## config.mk

```make
export PLATFORM = sky130hd
export DESIGN_NAME = ps2_kbd_event_queue_flat
export DESIGN_NICKNAME = d
export VERILOG_FILES = /design/src/rtl/ps2_kbd_event_queue_pkg.sv /design/src/rtl/ps2_kbd_event_queue_if.sv /design/src/rtl/ps2_kbd_event_queue_fifo.sv /design/src/rtl/ps2_kbd_event_queue.sv /design/src/flat_wrapper.sv
export SDC_FILE = /design/constraint.sdc
export NUM_CORES = 1
export LEC_CHECK = 0
export BUFFER_PORTS_ARGS = -buffer_cell sky130_fd_sc_hd__clkbuf_2
export CORE_MARGIN = 2
export CORE_UTILIZATION = 60
export CTS_CLUSTER_SIZE = 20
export DETAILED_ROUTE_END_ITERATION = 10
export GPL_ROUTABILITY_DRIVEN = 1
export PLACE_DENSITY = 0.78
export REMOVE_ABC_BUFFERS = 1
export SLEW_MARGIN = 15
export SYNTH_ARGS = -nofsm -noshare
export SYNTH_HDL_FRONTEND = slang
export SYNTH_SLANG_ARGS = --single-unit
```

## constraint.sdc

```tcl
create_clock -name clk -period 8.8 [get_ports clk]
set_input_delay 1.32 -clock clk [delete_from_list [all_inputs] [get_ports clk]]
set_output_delay 1.32 -clock clk [all_outputs]
set_load 0.01 [all_outputs]
```

## src/rtl/ps2_kbd_event_queue_pkg.sv

```systemverilog
// Shared types for the PS/2 Set 2 keyboard event path: event record, prefix
// bytes, HID modifier bit positions and decoder states.
package ps2_kbd_pkg;

  typedef struct packed {
    logic       is_release;
    logic       is_extended;
    logic [7:0] code;
  } kbd_event_t;

  localparam logic [7:0] SC_E0     = 8'hE0;
  localparam logic [7:0] SC_E1     = 8'hE1;
  localparam logic [7:0] SC_F0     = 8'hF0;
  localparam logic [7:0] SC_ACK    = 8'hFA;
  localparam logic [7:0] SC_BAT    = 8'hAA;
  localparam logic [7:0] SC_RESEND = 8'hFE;
  localparam logic [7:0] SC_OVR_LO = 8'h00;
  localparam logic [7:0] SC_OVR_HI = 8'hFF;
  localparam logic [7:0] SC_PAUSE  = 8'h77;

  // Bytes that follow E1 before the synthetic Pause event is produced.
  localparam logic [2:0] PAUSE_SKIP = 3'd7;

  localparam logic [2:0] MOD_LCTRL  = 3'd0;
  localparam logic [2:0] MOD_LSHIFT = 3'd1;
  localparam logic [2:0] MOD_LALT   = 3'd2;
  localparam logic [2:0] MOD_LGUI   = 3'd3;
  localparam logic [2:0] MOD_RCTRL  = 3'd4;
  localparam logic [2:0] MOD_RSHIFT = 3'd5;
  localparam logic [2:0] MOD_RALT   = 3'd6;
  localparam logic [2:0] MOD_RGUI   = 3'd7;

  typedef enum logic [2:0] {
    ST_IDLE,
    ST_E0,
    ST_F0,
    ST_E0F0,
    ST_PAUSE
  } dec_state_t;

  typedef struct packed {
    logic       hit;
    logic [2:0] idx;
  } mod_sel_t;

  function automatic logic is_noise_byte(input logic [7:0] code);
    return (code == SC_BAT) || (code == SC_ACK) || (code == SC_RESEND) ||
           (code == SC_OVR_LO) || (code == SC_OVR_HI);
  endfunction

  // Fake-shift codes E0 12 / E0 59 deliberately have no entry here.
  function automatic mod_sel_t mod_lookup(input kbd_event_t ev);
    mod_sel_t sel;
    sel = '{hit: 1'b0, idx: 3'd0};
    if (!ev.is_extended) begin
      case (ev.code)
        8'h14:   sel = '{hit: 1'b1, idx: MOD_LCTRL};
        8'h12:   sel = '{hit: 1'b1, idx: MOD_LSHIFT};
        8'h11:   sel = '{hit: 1'b1, idx: MOD_LALT};
        8'h59:   sel = '{hit: 1'b1, idx: MOD_RSHIFT};
        default: sel = '{hit: 1'b0, idx: 3'd0};
      endcase
    end else begin
      case (ev.code)
        8'h1F:   sel = '{hit: 1'b1, idx: MOD_LGUI};
        8'h14:   sel = '{hit: 1'b1, idx: MOD_RCTRL};
        8'h11:   sel = '{hit: 1'b1, idx: MOD_RALT};
        8'h27:   sel = '{hit: 1'b1, idx: MOD_RGUI};
        default: sel = '{hit: 1'b0, idx: 3'd0};
      endcase
    end
    return sel;
  endfunction

endpackage

```

## src/rtl/ps2_kbd_event_queue_if.sv

```systemverilog
// Scancode input, CPU poll/clear controls and event/status outputs of the
// keyboard event queue; master drives the inputs, slave is the queue.
interface ps2_kbd_event_queue_if #(
  parameter int FIFO_DEPTH = 16,
  parameter int CNT_W      = $clog2(FIFO_DEPTH) + 1
);
  logic [7:0]       ps2_code_i;
  logic             ps2_strobe_i;
  logic             ps2_err_i;
  logic             rd_i;
  logic             clr_i;
  logic [9:0]       event_o;
  logic             valid_o;
  logic [CNT_W-1:0] level_o;
  logic [7:0]       modifiers_o;
  logic             overflow_o;
  logic             err_o;

  modport master (
    output ps2_code_i, ps2_strobe_i, ps2_err_i, rd_i, clr_i,
    input  event_o, valid_o, level_o, modifiers_o, overflow_o, err_o
  );

  modport slave (
    input  ps2_code_i, ps2_strobe_i, ps2_err_i, rd_i, clr_i,
    output event_o, valid_o, level_o, modifiers_o, overflow_o, err_o
  );
endinterface

```

## src/rtl/ps2_kbd_event_queue_fifo.sv

```systemverilog
// First-word-fall-through synchronous FIFO; read data is the entry under the
// read pointer, occupancy and valid are registered.
module sync_fifo_fwft #(
  parameter int WIDTH = 10,
  parameter int DEPTH = 16,
  parameter int CNT_W = $clog2(DEPTH) + 1
) (
  input  logic             clk,
  input  logic             rst_n,
  input  logic             wr_en,
  input  logic [WIDTH-1:0] wr_data,
  input  logic             rd_en,
  output logic [WIDTH-1:0] rd_data,
  output logic             valid,
  output logic [CNT_W-1:0] level,
  output logic             drop
);
  localparam int AW = $clog2(DEPTH);

  logic [WIDTH-1:0] mem [DEPTH];
  logic [CNT_W-1:0] wr_ptr_q, rd_ptr_q, level_q;
  logic [CNT_W-1:0] occ, occ_next;
  logic             valid_q, full, empty, do_push, do_pop;

  // Pointers carry one extra bit so full and empty are distinguishable.
  assign occ      = wr_ptr_q - rd_ptr_q;
  assign full     = (occ == CNT_W'(DEPTH));
  assign empty    = (occ == '0);
  assign do_pop   = rd_en && !empty;
  assign do_push  = wr_en && (!full || do_pop);
  assign drop     = wr_en && !do_push;
  assign occ_next = occ + CNT_W'(do_push) - CNT_W'(do_pop);

  // NOTE: the storage array has no reset; only pointers define what is valid,
  // and leaving it unreset lets it map onto plain RAM.
  always_ff @(posedge clk) begin
    if (do_push) mem[wr_ptr_q[AW-1:0]] <= wr_data;
  end

  always_ff @(posedge clk or negedge rst_n) begin
    if (!rst_n) begin
      wr_ptr_q <= '0;
      rd_ptr_q <= '0;
      level_q  <= '0;
      valid_q  <= 1'b0;
    end else begin
      if (do_push) wr_ptr_q <= wr_ptr_q + CNT_W'(1);
      if (do_pop)  rd_ptr_q <= rd_ptr_q + CNT_W'(1);
      level_q <= occ_next;
      valid_q <= (occ_next != '0);
    end
  end

  assign rd_data = mem[rd_ptr_q[AW-1:0]];
  assign valid   = valid_q;
  assign level   = level_q;
endmodule

```

## src/rtl/ps2_kbd_event_queue.sv

```systemverilog
// PS/2 Set 2 scancode decoder: folds E0/F0/E1 prefix sequences into key
// events, tracks HID modifiers and queues events for CPU polling.
module ps2_kbd_event_queue
  import ps2_kbd_pkg::*;
#(
  parameter int FIFO_DEPTH = 16,
  parameter int CNT_W      = $clog2(FIFO_DEPTH) + 1
) (
  input  logic                 clk,
  input  logic                 reset_n_i,
  ps2_kbd_event_queue_if.slave bus
);
  dec_state_t state_q, state_d;
  logic [2:0] skip_q, skip_d;
  logic [7:0] mods_q;
  logic       overflow_q, err_q;
  logic       emit, drop;
  kbd_event_t ev;
  mod_sel_t   sel;

  // NOTE: every signal written here gets a default first so no path through
  // the case leaves it unassigned, which would infer a latch.
  always_comb begin
    state_d = state_q;
    skip_d  = skip_q;
    emit    = 1'b0;
    ev      = '0;
    if (bus.ps2_err_i) begin
      state_d = ST_IDLE;
      skip_d  = '0;
    end else if (bus.ps2_strobe_i) begin
      case (state_q)
        ST_IDLE: begin
          if (bus.ps2_code_i == SC_E0) begin
            state_d = ST_E0;
          end else if (bus.ps2_code_i == SC_F0) begin
            state_d = ST_F0;
          end else if (bus.ps2_code_i == SC_E1) begin
            state_d = ST_PAUSE;
            skip_d  = PAUSE_SKIP;
          end else if (!is_noise_byte(bus.ps2_code_i)) begin
            emit = 1'b1;
            ev   = '{is_release: 1'b0, is_extended: 1'b0, code: bus.ps2_code_i};
          end
        end
        ST_E0: begin
          if (bus.ps2_code_i == SC_F0) begin
            state_d = ST_E0F0;
          end else if (bus.ps2_code_i != SC_E0) begin
            emit    = 1'b1;
            ev      = '{is_release: 1'b0, is_extended: 1'b1, code: bus.ps2_code_i};
            state_d = ST_IDLE;
          end
        end
        ST_F0: begin
          emit    = 1'b1;
          ev      = '{is_release: 1'b1, is_extended: 1'b0, code: bus.ps2_code_i};
          state_d = ST_IDLE;
        end
        ST_E0F0: begin
          emit    = 1'b1;
          ev      = '{is_release: 1'b1, is_extended: 1'b1, code: bus.ps2_code_i};
          state_d = ST_IDLE;
        end
        ST_PAUSE: begin
          // The whole E1 make/break burst collapses into one extended 77 make.
          skip_d = skip_q - 3'd1;
          if (skip_q == 3'd1) begin
            emit    = 1'b1;
            ev      = '{is_release: 1'b0, is_extended: 1'b1, code: SC_PAUSE};
            state_d = ST_IDLE;
          end
        end
        default: state_d = ST_IDLE;
      endcase
    end
  end

  assign sel = mod_lookup(ev);

  always_ff @(posedge clk or negedge reset_n_i) begin
    if (!reset_n_i) begin
      state_q    <= ST_IDLE;
      skip_q     <= '0;
      mods_q     <= '0;
      overflow_q <= 1'b0;
      err_q      <= 1'b0;
    end else begin
      state_q <= state_d;
      skip_q  <= skip_d;
      if (emit && sel.hit) mods_q[sel.idx] <= !ev.is_release;
      // Set has priority over a same-cycle clear.
      overflow_q <= drop | (overflow_q & ~bus.clr_i);
      err_q      <= bus.ps2_err_i | (err_q & ~bus.clr_i);
    end
  end

  sync_fifo_fwft #(
    .WIDTH (10),
    .DEPTH (FIFO_DEPTH),
    .CNT_W (CNT_W)
  ) u_fifo (
    .clk     (clk),
    .rst_n   (reset_n_i),
    .wr_en   (emit),
    .wr_data (ev),
    .rd_en   (bus.rd_i),
    .rd_data (bus.event_o),
    .valid   (bus.valid_o),
    .level   (bus.level_o),
    .drop    (drop)
  );

  assign bus.modifiers_o = mods_q;
  assign bus.overflow_o  = overflow_q;
  assign bus.err_o       = err_q;
endmodule
```

## src/flat_wrapper.sv

```systemverilog
// flat-port wrapper written by rule: the top's interface ports become plain ports
module ps2_kbd_event_queue_flat import ps2_kbd_pkg::*;
#(
  parameter int FIFO_DEPTH = 16,
  parameter int CNT_W      = $clog2(FIFO_DEPTH) + 1
)
  (clk, reset_n_i, bus_ps2_code_i, bus_ps2_strobe_i, bus_ps2_err_i, bus_rd_i, bus_clr_i, bus_event_o, bus_valid_o, bus_level_o, bus_modifiers_o, bus_overflow_o, bus_err_o);
  ps2_kbd_event_queue_if #(.FIFO_DEPTH(FIFO_DEPTH), .CNT_W(CNT_W)) bus_i ();
  input  logic clk;
  input  logic reset_n_i;
  input wire logic [$bits(bus_i.ps2_code_i)-1:0] bus_ps2_code_i;
  input wire logic [$bits(bus_i.ps2_strobe_i)-1:0] bus_ps2_strobe_i;
  input wire logic [$bits(bus_i.ps2_err_i)-1:0] bus_ps2_err_i;
  input wire logic [$bits(bus_i.rd_i)-1:0] bus_rd_i;
  input wire logic [$bits(bus_i.clr_i)-1:0] bus_clr_i;
  output wire logic [$bits(bus_i.event_o)-1:0] bus_event_o;
  output wire logic [$bits(bus_i.valid_o)-1:0] bus_valid_o;
  output wire logic [$bits(bus_i.level_o)-1:0] bus_level_o;
  output wire logic [$bits(bus_i.modifiers_o)-1:0] bus_modifiers_o;
  output wire logic [$bits(bus_i.overflow_o)-1:0] bus_overflow_o;
  output wire logic [$bits(bus_i.err_o)-1:0] bus_err_o;
  assign bus_i.ps2_code_i = bus_ps2_code_i;
  assign bus_i.ps2_strobe_i = bus_ps2_strobe_i;
  assign bus_i.ps2_err_i = bus_ps2_err_i;
  assign bus_i.rd_i = bus_rd_i;
  assign bus_i.clr_i = bus_clr_i;
  assign bus_event_o = bus_i.event_o;
  assign bus_valid_o = bus_i.valid_o;
  assign bus_level_o = bus_i.level_o;
  assign bus_modifiers_o = bus_i.modifiers_o;
  assign bus_overflow_o = bus_i.overflow_o;
  assign bus_err_o = bus_i.err_o;
  ps2_kbd_event_queue #(.FIFO_DEPTH(FIFO_DEPTH), .CNT_W(CNT_W)) u_core (.clk(clk), .reset_n_i(reset_n_i), .bus(bus_i));
endmodule
```

==> results.toml <==
[cells_and_area]
final_cell_mix = "160 x sky130_fd_sc_hd__edfxtp_1, 50 x sky130_fd_sc_hd__mux4_2, 39 x sky130_fd_sc_hd__clkbuf_2"
final_design_area_no_fill_um2 = 9540
mostFrequentLayoutCell = "sky130_fd_sc_hd__edfxtp_1"
num_antenna_cells = 0
drive_above_1_share_pct = 29.9
area_delta_synth_final_pct = 12.9
nNetsFinal = 575

[place]
placement.setup.worst_slack_ns = 3.00
numPortBuffers = 39
place.gp.congestion = 0.978
dp_hpwl_um = 10600
placed_area_um2 = 8920

[sta]
final-setup-viol-count = 0
slew_headroom_pct = 34.0
period_share_pct = 63.0
finClkSkew_ns = 0.00614
fmaxAchievable_mhz = 180
tightestPinTransition_ns = 0.987
rsz0062_at_grt = "no"
final_setup_slack_of_the_worst_path_ns = 3.25
final.min_clock_period_ns = 5.55
setup_total_negative_slack_ns = 0
final-hold-violation-count = 0
final-max-slew-violation-count = 0

[floorplan]
design.portCount = 40
die_area_um2 = 15000
initial_core_util_pct = 61.1
floorplan_core_area_um2 = 13800
std_cell_rows = 43
die_w_um = 123
die-height_um = 123

[global_route]
grt_overflow_total = 0
grt_pass1_wl_um = 27400
pin_count_of_the_biggest_net_entering_global_routing = 44
vias_in_the_first_global_route = 4845
antenna_found_initial = 0
gr-usage-all-layers_pct = 25.7

[critical_path]
required_ns = 9.11
setup.reg_to_reg.worst_slack_ns = 3.25
critical-path-slowest-cell = "sky130_fd_sc_hd__or3_1"
critPathMaxFanout = 43
worstRegToRegCells = 21
worstSetupPathType = "reg -> reg"
worstSetupEndpointType = "flip-flop"
cp_slowest_stage_delay_ns = 0.80
timing.critical_path.max_delay_family = "simple AND/OR/NAND/NOR gates"
regToRegEndpoint = "u_core.u_fifo.valid"
setup.worst_path.start_class = "flip-flop"
worst_setup_path_startpoint = "u_core.u_fifo.rd_ptr_q[1]"
endpoint = "u_core.u_fifo.valid"
worstPathBufferInverterCount = 5
cp.arrival_ns = 5.85
critical_path.reg2reg.startpoint = "u_core.u_fifo.rd_ptr_q[1]"
timing.critical_path.cells = "buf_4, inv_1, ha_1, a21o_1, a21oi_1, xor2_1, ha_1, nand3_1, nor3b_1, or3_1, ha_1, inv_1, ha_1, inv_1, fa_1, inv_1, a21o_1, a21oi_1, xnor2_1, xor2_1, or4_1"
cp_num_cells = 21

[synth]
postSynthRegisterBits = 192
synth_compound_area_share_pct = 4.28
ys_dominant_reg_cell = "sky130_fd_sc_hd__edfxtp_1"
synth.yosys.warnings = 0
post_synthesis_mux_area_share_pct = 14.6
netlist_top_cells_area = "sky130_fd_sc_hd__edfxtp_1 57%, sky130_fd_sc_hd__mux4_2 13%, sky130_fd_sc_hd__dfrtp_1 9.5%"
yosys.area_share.simple_pct = 7.55
synth.lib_cells_used.distinct = 61
main_combinational_cell_family_by_area_after_synthesis = "multiplexers"
syn_area_per_cell_um2 = 17.0
post-synth-top-area-cell = "sky130_fd_sc_hd__edfxtp_1"
post_synth_xor_area_fraction_pct = 1.66
ys_seq_area_share_pct = 66.4
synthesis.instances = 496
synth.cell_area_um2 = 8450
proportion_of_register_bits_with_asynchronous_set_or_reset_after_synthesis_pct = 16.7
synth-adder-area-share_pct = 2.99
synth_top_area_share_pct = 56.9
post_synth_edffs = 160

[clock_tree]
tritoncts = "done"
cts-buffers-inserted = 17
cts-resized-gates = 0
cts.hold.buffers_added = 0
cts_post_setup_buffers_inserted = 0
path_clk_slew_ns = 0.06
worstSkewPairLatency_ns = 0.43
cts_num_sinks = 192
clk_root_buffer_cell = "sky130_fd_sc_hd__clkbuf_16"
htree_num_levels = 4
buffer_levels_on_the_longest_clock_path = 2

[route]
initialDrtViolationCount = 501
postRouteAntennaNets = 0
detailedRoute.firstPassIterationCount = 5
detail_route.vias_per_cell = 6.35
route.vias.total = 4668
final_routed_wirelength_across_all_metal_layers_um = 17700
detail_route.wl_per_cell_um = 24.1
route.detailed.drc = 0

[power]
power.share.clock_pct = 25.9
p_sw_mw = 0.941
powerDensity_nw_per_um2 = 313
power.static_leakage_nw = 3.39
power_report.internal_total_mw = 2.04
share_seq_of_total_power_pct = 38.6
share_comb_of_total_power_pct = 35.5
netSwitchingFraction_pct = 31.5
design_power_total_mw = 2.99
power.ir.vdd_worst_uv = 318

[min_path]
hold_path.class = "reg -> reg"

[job]
max_cap_viol_count = 0

[status]
run_status = "finished, final reports clean"
## how the worst min path moves through the flow
| stage | from | end | slack, ns | cells after the start |
|---|---|---|---|---|
| floorplan | u_core.skip_q[2] | u_core.skip_q[2] | 0.45 | 1 |
| global placement | u_core.bus.err_o | u_core.bus.err_o | 0.47 | 1 |
| detailed placement | u_core.bus.err_o | u_core.bus.err_o | 0.47 | 1 |
| CTS | u_core.bus.err_o | u_core.bus.err_o | 0.49 | 1 |
| global route | u_core.bus.modifiers_o[6] | u_core.bus.modifiers_o[6] | 0.50 | 1 |
| finish | u_core.bus.modifiers_o[3] | u_core.bus.modifiers_o[3] | 0.49 | 1 |
## layout make-up
type	instances	area, um^2
clock buffer	24	504
clock inverter	8	98.8
inverter	24	90.1
tap	180	225
fill	861	4290
sequential	192	5610
multi-input combinational	253	2700
timing repair buffer	54	308
## synth_stat cells (2+ instances only)
library cell and n:
sky130_fd_sc_hd__o211ai_1 3, sky130_fd_sc_hd__nand2_1 21, sky130_fd_sc_hd__clkbuf_1 17, sky130_fd_sc_hd__fa_1 2
sky130_fd_sc_hd__nand3_1 11, sky130_fd_sc_hd__xor2_1 7, sky130_fd_sc_hd__nor3_1 11, sky130_fd_sc_hd__mux2_2 3
sky130_fd_sc_hd__a211oi_1 3, sky130_fd_sc_hd__nor4_1 3, sky130_fd_sc_hd__or4_1 5, sky130_fd_sc_hd__or4_4 3
sky130_fd_sc_hd__ha_1 17, sky130_fd_sc_hd__o21a_1 3, sky130_fd_sc_hd__nor4b_1 5, sky130_fd_sc_hd__or2_1 2
sky130_fd_sc_hd__mux2_1 5, sky130_fd_sc_hd__a21oi_1 12, sky130_fd_sc_hd__buf_2 2, sky130_fd_sc_hd__edfxtp_1 160
sky130_fd_sc_hd__mux2i_1 2, sky130_fd_sc_hd__and2_1 3, sky130_fd_sc_hd__or2_2 3, sky130_fd_sc_hd__nand4_1 5
sky130_fd_sc_hd__dfrtp_1 32, sky130_fd_sc_hd__nor2_2 2, sky130_fd_sc_hd__buf_6 2, sky130_fd_sc_hd__xnor2_1 9
sky130_fd_sc_hd__a21oi_2 4, sky130_fd_sc_hd__nor2_1 19, sky130_fd_sc_hd__buf_1 5, sky130_fd_sc_hd__nor4b_2 2
sky130_fd_sc_hd__o21ai_0 6, sky130_fd_sc_hd__mux4_2 50, sky130_fd_sc_hd__nand4b_1 2, sky130_fd_sc_hd__a21o_1 6
sky130_fd_sc_hd__o21ai_1 2, sky130_fd_sc_hd__inv_1 24
## per-layer routing
| metal | share of wire [%] | GRT usage, % | wire (um) |
|---|---|---|---|
| met5 | 0 | 0 | 0 |
| met4 | 3.0 | 11.9 | 524 |
| met3 | 5.6 | 4.51 | 990 |
| met2 | 52 | 42.9 | 9290 |
| met1 | 39 | 33.3 | 6920 |
## flip-flops by register name (all words and copies together) (netlist names), 3 cells and up
register / flops
u_core.u_fifo.rd_ptr_q: 5
u_core.state_q: 3
u_core.u_fifo.level: 5
u_core.u_fifo.mem: 160
u_core.bus.modifiers_o: 8
u_core.u_fifo.wr_ptr_q: 5
u_core.skip_q: 3
## power by group through the flow
| stage | combinational, mW | clock [mW] | sequential [mW] |
|---|---|---|---|
| finish | 1.06 | 0.772 | 1.15 |
| global route | 1.18 | 0.816 | 1.16 |
| CTS | 1.08 | 0.781 | 1.15 |
| detailed placement | 1.06 | 0 | 1.17 |
| global placement | 1.02 | 0 | 1.16 |
| floorplan | 0.720 | 0 | 1.21 |
## cell families (layout without fill, tap and decap cells)
group,Yosys count,after routing
flip-flops,192,192
AND/OR/NAND/NOR,109,109
multiplexers,60,60
buffers and inverters,51,110
AO/OA/AOI/OAI,49,49
adder cells (fa/ha/maj),19,19
XOR/XNOR,16,16
## metrics by stage
stage          instances  util [%]  hold slack (ns)
5_1_grt              735      69.0            0.503
6_report             735      69.0            0.488
2_1_floorplan        469         -            0.455
3_5_place_dp         703      64.5            0.474
4_1_cts              735      68.9            0.489
3_3_place_gp         703      64.5            0.468
Note: power is estimated with default switching activity, not from simulation.
